### config.mk
export PLATFORM = sky130hd
export DESIGN_NAME = s2_writeback_rx_flat
export DESIGN_NICKNAME = d
export VERILOG_FILES = /design/src/rtl/s2_writeback_rx_if.sv /design/src/rtl/s2_writeback_rx.sv /design/src/flat_wrapper.sv
export SDC_FILE = /design/constraint.sdc
export NUM_CORES = 1
export LEC_CHECK = 0
export BUFFER_PORTS_ARGS = -buffer_cell sky130_fd_sc_hd__buf_2
export CORE_ASPECT_RATIO = 0.75
export CORE_UTILIZATION = 34
export CTS_CLUSTER_DIAMETER = 60
export CTS_CLUSTER_SIZE = 8
export DETAILED_ROUTE_END_ITERATION = 8
export SLEW_MARGIN = 20
export SYNTH_ARGS = -nofsm -noshare
export SYNTH_HDL_FRONTEND = slang
export SYNTH_SLANG_ARGS = --single-unit
### constraint.sdc
create_clock -name fast_clk -period 7.1 [get_ports fast_clk]
set_clock_uncertainty 0.2 [all_clocks]
set_input_delay 1.42 -clock fast_clk [delete_from_list [all_inputs] [get_ports fast_clk]]
set_output_delay 1.42 -clock fast_clk [all_outputs]
set_load 0.05 [all_outputs]
### src/rtl/s2_writeback_rx_if.sv
// Downstream result stream of the stage-2 writeback receiver.
// The receiver drives data/valid through the master modport; the consumer
// returns ready through the slave modport.
interface s2_writeback_rx_if #(
    parameter int DATA_W = 8
);
    logic [DATA_W-1:0] out_data;
    logic              out_valid;
    logic              out_ready;

    // Producer side: presents the FIFO head and samples the consumer's ready.
    modport master (
        output out_data,
        output out_valid,
        input  out_ready
    );

    // Consumer side: takes the head when valid and ready are both high.
    modport slave (
        input  out_data,
        input  out_valid,
        output out_ready
    );
endinterface

### src/rtl/s2_writeback_rx.sv
// Return-path receiver for the two-stage pipeline.
// Samples slow_clk as data on fast_clk, opens a wait window on every stage-2
// launch edge, captures the variable-delay s2_result into a small circular
// FIFO and presents it downstream on a valid/ready stream. Back-pressure to
// stage 1 and sticky error flags for lost or missing results are also
// generated here.
module s2_writeback_rx #(
    parameter int DATA_W  = 8,
    parameter int DEPTH   = 4,   // power of 2, at least 2
    parameter int TIMEOUT = 15   // 1..255 fast_clk cycles
) (
    input  logic                     fast_clk,
    input  logic                     rst_n,
    input  logic                     slow_clk,
    input  logic [DATA_W-1:0]        s2_result,
    input  logic                     s2_done,
    s2_writeback_rx_if.master        out_if,
    output logic                     s1_stall,
    output logic [$clog2(DEPTH):0]   count,
    output logic                     timeout_err,
    output logic                     overflow_err
);

    localparam int PTR_W = $clog2(DEPTH);
    localparam int CNT_W = PTR_W + 1;

    // Last counter value that still counts as "in time"; reaching it with
    // no s2_done abandons the transaction.
    localparam logic [7:0] TIMEOUT_LAST = 8'(TIMEOUT - 1);
    localparam logic [7:0] WAIT_SAT     = 8'hFF;

    localparam logic [CNT_W-1:0] CNT_FULL  = CNT_W'(DEPTH);
    localparam logic [CNT_W-1:0] CNT_STALL = CNT_W'(DEPTH - 1);
    localparam logic [CNT_W-1:0] CNT_ONE   = CNT_W'(1);

    typedef enum logic {
        ST_IDLE = 1'b0,   // no launch outstanding
        ST_WAIT = 1'b1    // launch seen, waiting for s2_done
    } state_t;

    // ------------------------------------------------------------------
    // Launch-edge detection
    // ------------------------------------------------------------------
    logic slow_q;
    logic rise;

    assign rise = slow_clk & ~slow_q;

    // Delay slow_clk by one fast cycle so a rise is seen the first cycle it
    // samples high.
    // NOTE: every clocked block uses non-blocking assignments so all
    // registers see pre-edge values regardless of block evaluation order.
    always_ff @(posedge fast_clk) begin
        if (!rst_n) begin
            slow_q <= 1'b0;
        end else begin
            slow_q <= slow_clk;
        end
    end

    // ------------------------------------------------------------------
    // Wait-window FSM
    // ------------------------------------------------------------------
    state_t     state;
    state_t     state_nx;
    logic [7:0] wait_cnt;
    logic       cnt_clr;
    logic       push_req;
    logic       set_timeout;

    // State register.
    always_ff @(posedge fast_clk) begin
        if (!rst_n) begin
            state <= ST_IDLE;
        end else begin
            state <= state_nx;
        end
    end

    // Next-state and per-cycle actions; s2_done outranks a new launch,
    // which outranks the timeout.
    // NOTE: every output of a combinational block gets a default first so
    // no path leaves it unassigned and no latch is inferred.
    always_comb begin
        state_nx    = state;
        cnt_clr     = 1'b0;
        push_req    = 1'b0;
        set_timeout = 1'b0;
        case (state)
            ST_IDLE: begin
                // A stray s2_done with no launch outstanding is ignored.
                if (rise) begin
                    state_nx = ST_WAIT;
                    cnt_clr  = 1'b1;
                end
            end
            ST_WAIT: begin
                if (s2_done) begin
                    // A rise in this same cycle is deliberately dropped.
                    push_req = 1'b1;
                    state_nx = ST_IDLE;
                end else if (rise) begin
                    // Overrun: the previous launch never returned.
                    set_timeout = 1'b1;
                    cnt_clr     = 1'b1;
                end else if (wait_cnt == TIMEOUT_LAST) begin
                    set_timeout = 1'b1;
                    state_nx    = ST_IDLE;
                end
            end
            default: begin
                state_nx = ST_IDLE;
            end
        endcase
    end

    // Saturating wait counter; restarted on each launch.
    always_ff @(posedge fast_clk) begin
        if (!rst_n) begin
            wait_cnt <= 8'd0;
        end else if (cnt_clr) begin
            wait_cnt <= 8'd0;
        end else if (state == ST_WAIT && wait_cnt != WAIT_SAT) begin
            wait_cnt <= wait_cnt + 8'd1;
        end
    end

    // ------------------------------------------------------------------
    // Result FIFO
    // ------------------------------------------------------------------
    logic [DATA_W-1:0] mem [DEPTH];
    logic [PTR_W-1:0]  wr_ptr;
    logic [PTR_W-1:0]  rd_ptr;
    logic [PTR_W-1:0]  rd_ptr_nx;
    logic [CNT_W-1:0]  count_nx;
    logic [DATA_W-1:0] head_nx;
    logic              full;
    logic              pop;
    logic              push;
    logic              drop;

    assign full = (count == CNT_FULL);
    assign pop  = out_if.out_valid & out_if.out_ready;
    // A full FIFO still accepts a push when the head leaves in the same cycle.
    assign push = push_req & (~full | pop);
    assign drop = push_req & full & ~pop;

    assign rd_ptr_nx = rd_ptr + PTR_W'(pop);

    // Occupancy after this edge.
    always_comb begin
        count_nx = count;
        if (push && !pop) begin
            count_nx = count + CNT_ONE;
        end else if (pop && !push) begin
            count_nx = count - CNT_ONE;
        end
    end

    // Head value after this edge; the entry being written this cycle is
    // forwarded when it is about to become the head.
    always_comb begin
        head_nx = mem[rd_ptr_nx];
        if (push && (wr_ptr == rd_ptr_nx)) begin
            head_nx = s2_result;
        end
    end

    // Storage array write.
    // NOTE: the storage array has no reset; the pointers and count define
    // which entries are live, so clearing the data would buy nothing.
    always_ff @(posedge fast_clk) begin
        if (rst_n && push) begin
            mem[wr_ptr] <= s2_result;
        end
    end

    // Pointers, occupancy and the registered output stage.
    always_ff @(posedge fast_clk) begin
        if (!rst_n) begin
            wr_ptr           <= '0;
            rd_ptr           <= '0;
            count            <= '0;
            out_if.out_valid <= 1'b0;
            out_if.out_data  <= '0;
        end else begin
            if (push) begin
                wr_ptr <= wr_ptr + PTR_W'(1);
            end
            rd_ptr           <= rd_ptr_nx;
            count            <= count_nx;
            out_if.out_valid <= (count_nx != '0);
            // Hold the last value when the FIFO drains to empty.
            if (count_nx != '0) begin
                out_if.out_data <= head_nx;
            end
        end
    end

    // ------------------------------------------------------------------
    // Status
    // ------------------------------------------------------------------
    assign s1_stall = (count >= CNT_STALL);

    // Sticky error flags; only reset clears them.
    always_ff @(posedge fast_clk) begin
        if (!rst_n) begin
            timeout_err  <= 1'b0;
            overflow_err <= 1'b0;
        end else begin
            timeout_err  <= timeout_err  | set_timeout;
            overflow_err <= overflow_err | drop;
        end
    end

endmodule

### src/flat_wrapper.sv
// flat-port wrapper written by rule: the top's interface ports become plain ports
module s2_writeback_rx_flat 
#(
    parameter int DATA_W  = 8,
    parameter int DEPTH   = 4,                            
    parameter int TIMEOUT = 15                            
)
  (fast_clk, rst_n, slow_clk, s2_result, s2_done, s1_stall, count, timeout_err, overflow_err, out_if_out_data, out_if_out_valid, out_if_out_ready);
  s2_writeback_rx_if #(.DATA_W(DATA_W)) out_if_i ();
  input  logic fast_clk;
  input  logic rst_n;
  input  logic slow_clk;
  input  logic [DATA_W-1:0] s2_result;
  input  logic s2_done;
  output logic s1_stall;
  output logic [$clog2(DEPTH):0] count;
  output logic timeout_err;
  output logic overflow_err;
  output wire logic [$bits(out_if_i.out_data)-1:0] out_if_out_data;
  output wire logic [$bits(out_if_i.out_valid)-1:0] out_if_out_valid;
  input wire logic [$bits(out_if_i.out_ready)-1:0] out_if_out_ready;
  assign out_if_out_data = out_if_i.out_data;
  assign out_if_out_valid = out_if_i.out_valid;
  assign out_if_i.out_ready = out_if_out_ready;
  s2_writeback_rx #(.DATA_W(DATA_W), .DEPTH(DEPTH), .TIMEOUT(TIMEOUT)) u_core (.fast_clk(fast_clk), .rst_n(rst_n), .slow_clk(slow_clk), .s2_result(s2_result), .s2_done(s2_done), .out_if(out_if_i), .s1_stall(s1_stall), .count(count), .timeout_err(timeout_err), .overflow_err(overflow_err));
endmodule
==> flow_summary.json <==
{
  "status": "completed",
  "wirelength_mm": 5.39,
  "seq_area_frac_synth": 0.558,
  "combPwrFrac": 0.336,
  "cts-buffers-inserted": 9,
  "p_int_uw": 683,
  "yosysWarnings": 0,
  "postCtsHoldBufs": 0,
  "cts_tree": "done",
  "htreeDepth": 3,
  "min_to": "u_core.timeout_err",
  "slowest_stage": "nor4_4",
  "crit_family": "simple AND/OR/NAND/NOR gates",
  "fp.dieW_um": 105,
  "r2r_setup_slack_ns": 4.30,
  "drive_gt1_frac": 0.233,
  "p_leak_nw": 1.16,
  "drt_iter0_drc": 121,
  "dr.pass1.iters": 4,
  "p_seq_frac": 0.382,
  "insertion_delay_ns": 0.34,
  "grt_pass1_vias": 1641,
  "hold_viol_final": 0,
  "area_growth_pct": 15.6,
  "hold_ws_ns": 0.271,
  "finalWorstSetupSlack_ns": 3.52,
  "antenna_found_initial": 0,
  "post-dp-hpwl_mm": 3.72,
  "max_freq_mhz": 279,
  "io_buffers": 27,
  "max-cap-violations": 0,
  "critPathKind": "in2reg",
  "cp_data_required_time_ns": 7.12,
  "post_cts_buffers": 0,
  "end_kind": "flip-flop",
  "clock_sinks": 60,
  "min_from": "u_core.timeout_err",
  "fin_area_um2": 3150,
  "grt_max_degree": 16,
  "r2r-end": "u_core.out_if.out_data[4]",
  "rsz0062_at_grt": "false",
  "p_total_mw": 1.11,
  "core_um2": 7530,
  "r2r-start": "u_core.out_if.out_valid",
  "avgSynthCellArea_um2": 13.2,
  "layout.filler_cells": 702,
  "die_area_um2": 8380,
  "antenna_cells": 0,
  "synth_cells": 206,
  "routabilityCongestion": 0.759,
  "cp_data_arrival_time_ns": 3.60,
  "synth_cell_type_count": 39,
  "postPlaceCellArea_um2": 2950,
  "powerDensity_nw_per_um2": 351,
  "path_clk_slew_ns": 0.07,
  "post-place-ws_ns": 3.16,
  "overflow": 0,
  "ctsResizeCount": 0,
  "die_h_um": 79.5,
  "drc": 0,
  "tightest_slew_ns": 0.726,
  "nNetsFinal": 264,
  "cts_root_buf": "clkbuf_8",
  "avgViaCountPerCell": 4.94,
  "layout_commonest_cell": "edfxtp_1",
  "sw_frac_of_total": 0.383,
  "grt_pass1_wl_mm": 8.91,
  "cp_num_buf_inv": 2,
  "hp-class": "reg2reg",
  "crit_chain": "buf_2 -> nand2_1 -> inv_1 -> ha_1 -> xor2_4 -> xnor2_1 -> nor4_4 -> mux2i_1 -> a21oi_2",
  "vias": 1708,
  "min_path_cells": 2,
  "pwr-share-clk": 0.281,
  "start_util": 0.362,
  "io-pin-count": 28,
  "setup_tns_ns": 0,
  "layout_common_cells": "32 x edfxtp_1, 28 x dfxtp_1, 27 x buf_2, 19 x nor2_1, 11 x ha_1",
  "clk_path_buf_depth": 2,
  "synth_fp_nets": 230,
  "wl_per_cell_um": 15.6,
  "finalCritPeriodShare": 0.504,
  "r2r_cells": 8,
  "syn_area_um2": 2730,
  "synth-seq-cells": 60,
  "relSlewSlack": 0.510,
  "slew_viol_final": 0,
  "row_count": 27,
  "critical_path.max_stage_delay_ns": 0.61,
  "fin_crit_ns": 3.58,
  "track_usage": 0.145,
  "p_switching_uw": 423,
  "finalSetupViolations": 0,
  "ant_nets": 0,
  "max-vdd-ir-drop_uv": 127,
  "crit_fanout": 10,
  "start_kind": "input port"
}
worst reg2reg max path: stages (launching register included):
cell,delay (ns)
dfxtp_1,0.39
nand2_1,0.16
inv_1,0.14
ha_1,0.26
xor2_4,0.35
xnor2_1,0.18
nor4_4,0.61
mux2i_1,0.31
a21oi_2,0.08
how the worst max path moves through the flow:
stage	start	endpoint	slack (ns)	depth (start not counted)
after floorplan	u_core.count[0]	s1_stall	3.48	2
after global placement	out_if_out_ready	u_core.out_if.out_data[3]	3.21	9
after detailed placement	out_if_out_ready	u_core.out_if.out_data[6]	3.16	9
after CTS	out_if_out_ready	u_core.out_if.out_data[4]	3.48	9
after global routing	out_if_out_ready	u_core.out_if.out_data[6]	3.31	9
final	out_if_out_ready	u_core.out_if.out_data[4]	3.52	9
cells by family after synthesis:
kind of cell    count (synthesis)  synth area share
compound gates                 37             0.101
xor+xnor                       11            0.0422
fa+ha+maj                      11            0.0505
buf+inv                        13            0.0253
flops                          60             0.558
mux                            18             0.114
simple gates                   56             0.109
through the flow:
step	std cells	utilization
finish	346	0.418
global route	346	0.418
CTS	346	0.418
detailed placement	330	0.392
global placement	330	0.392
floorplan	206	-
cells in the mapped netlist, drive strengths merged:
cell type	instances	area (um2)
o31ai	8	60.1
dfxtp	28	561
mux4	8	210
o211ai	2	15.0
inv	8	30.0
nand2	8	30.0
nor2	19	71.3
a41oi	1	8.76
nand3	2	10.0
and2	10	63.8
and3	4	25.0
xnor2	4	35.0
a21oi	12	90.1
clkinv	1	3.75
nor3	2	10.0
mux2	1	11.3
a22o	1	8.76
edfxtp	32	961
nor4	3	33.8
nand2b	1	6.26
nand4	3	18.8
a211oi	5	50.1
ha	11	138
xor2	7	80.1
and4	1	8.76
nor2b	2	12.5
buf	4	35.0
o21ai	7	35.0
mux2i	9	90.1
or2	1	6.26
a31oi	1	6.26
state kept, by name, summed over array words and instances, names as in the netlist:
signal,count
u_core.count,3
u_core.rd_ptr,2
u_core.wr_ptr,2
u_core.out_if.out_data,8
u_core.wait_cnt,8
u_core.state,1
u_core.overflow_err,1
u_core.out_if.out_valid,1
u_core.timeout_err,1
u_core.slow_q,1
u_core.mem,32
per-layer routing:
metal / GRT usage / vias up / share of wire
li1: - / 840 / -
met1: 0.205 / 821 / 0.52
met2: 0.199 / 45 / 0.41
met5: 0 / - / 0
met4: 0.0507 / 0 / 0.0056
met3: 0.0580 / 2 / 0.067
cell type report:
class / count / area [um2] / area share
multi-input combinational: 133 / 1130 / 0.360
timing repair buffer: 27 / 135 / 0.0429
inverter: 9 / 33.8 / 0.0107
clock inverter: 7 / 75.1 / 0.0238
sequential: 60 / 1520 / 0.483
tap: 101 / 126 / 0.0401
clock buffer: 9 / 124 / 0.0393
power groups by stage:
stage | logic [mW] | clock network [mW] | registers [mW]
after floorplan | 0.222 | 0 | 0.515
after global placement | 0.375 | 0 | 0.430
after detailed placement | 0.375 | 0 | 0.431
after CTS | 0.376 | 0.319 | 0.424
after global routing | 0.401 | 0.338 | 0.428
final | 0.372 | 0.311 | 0.423
(Power assumes the default switching activity.)
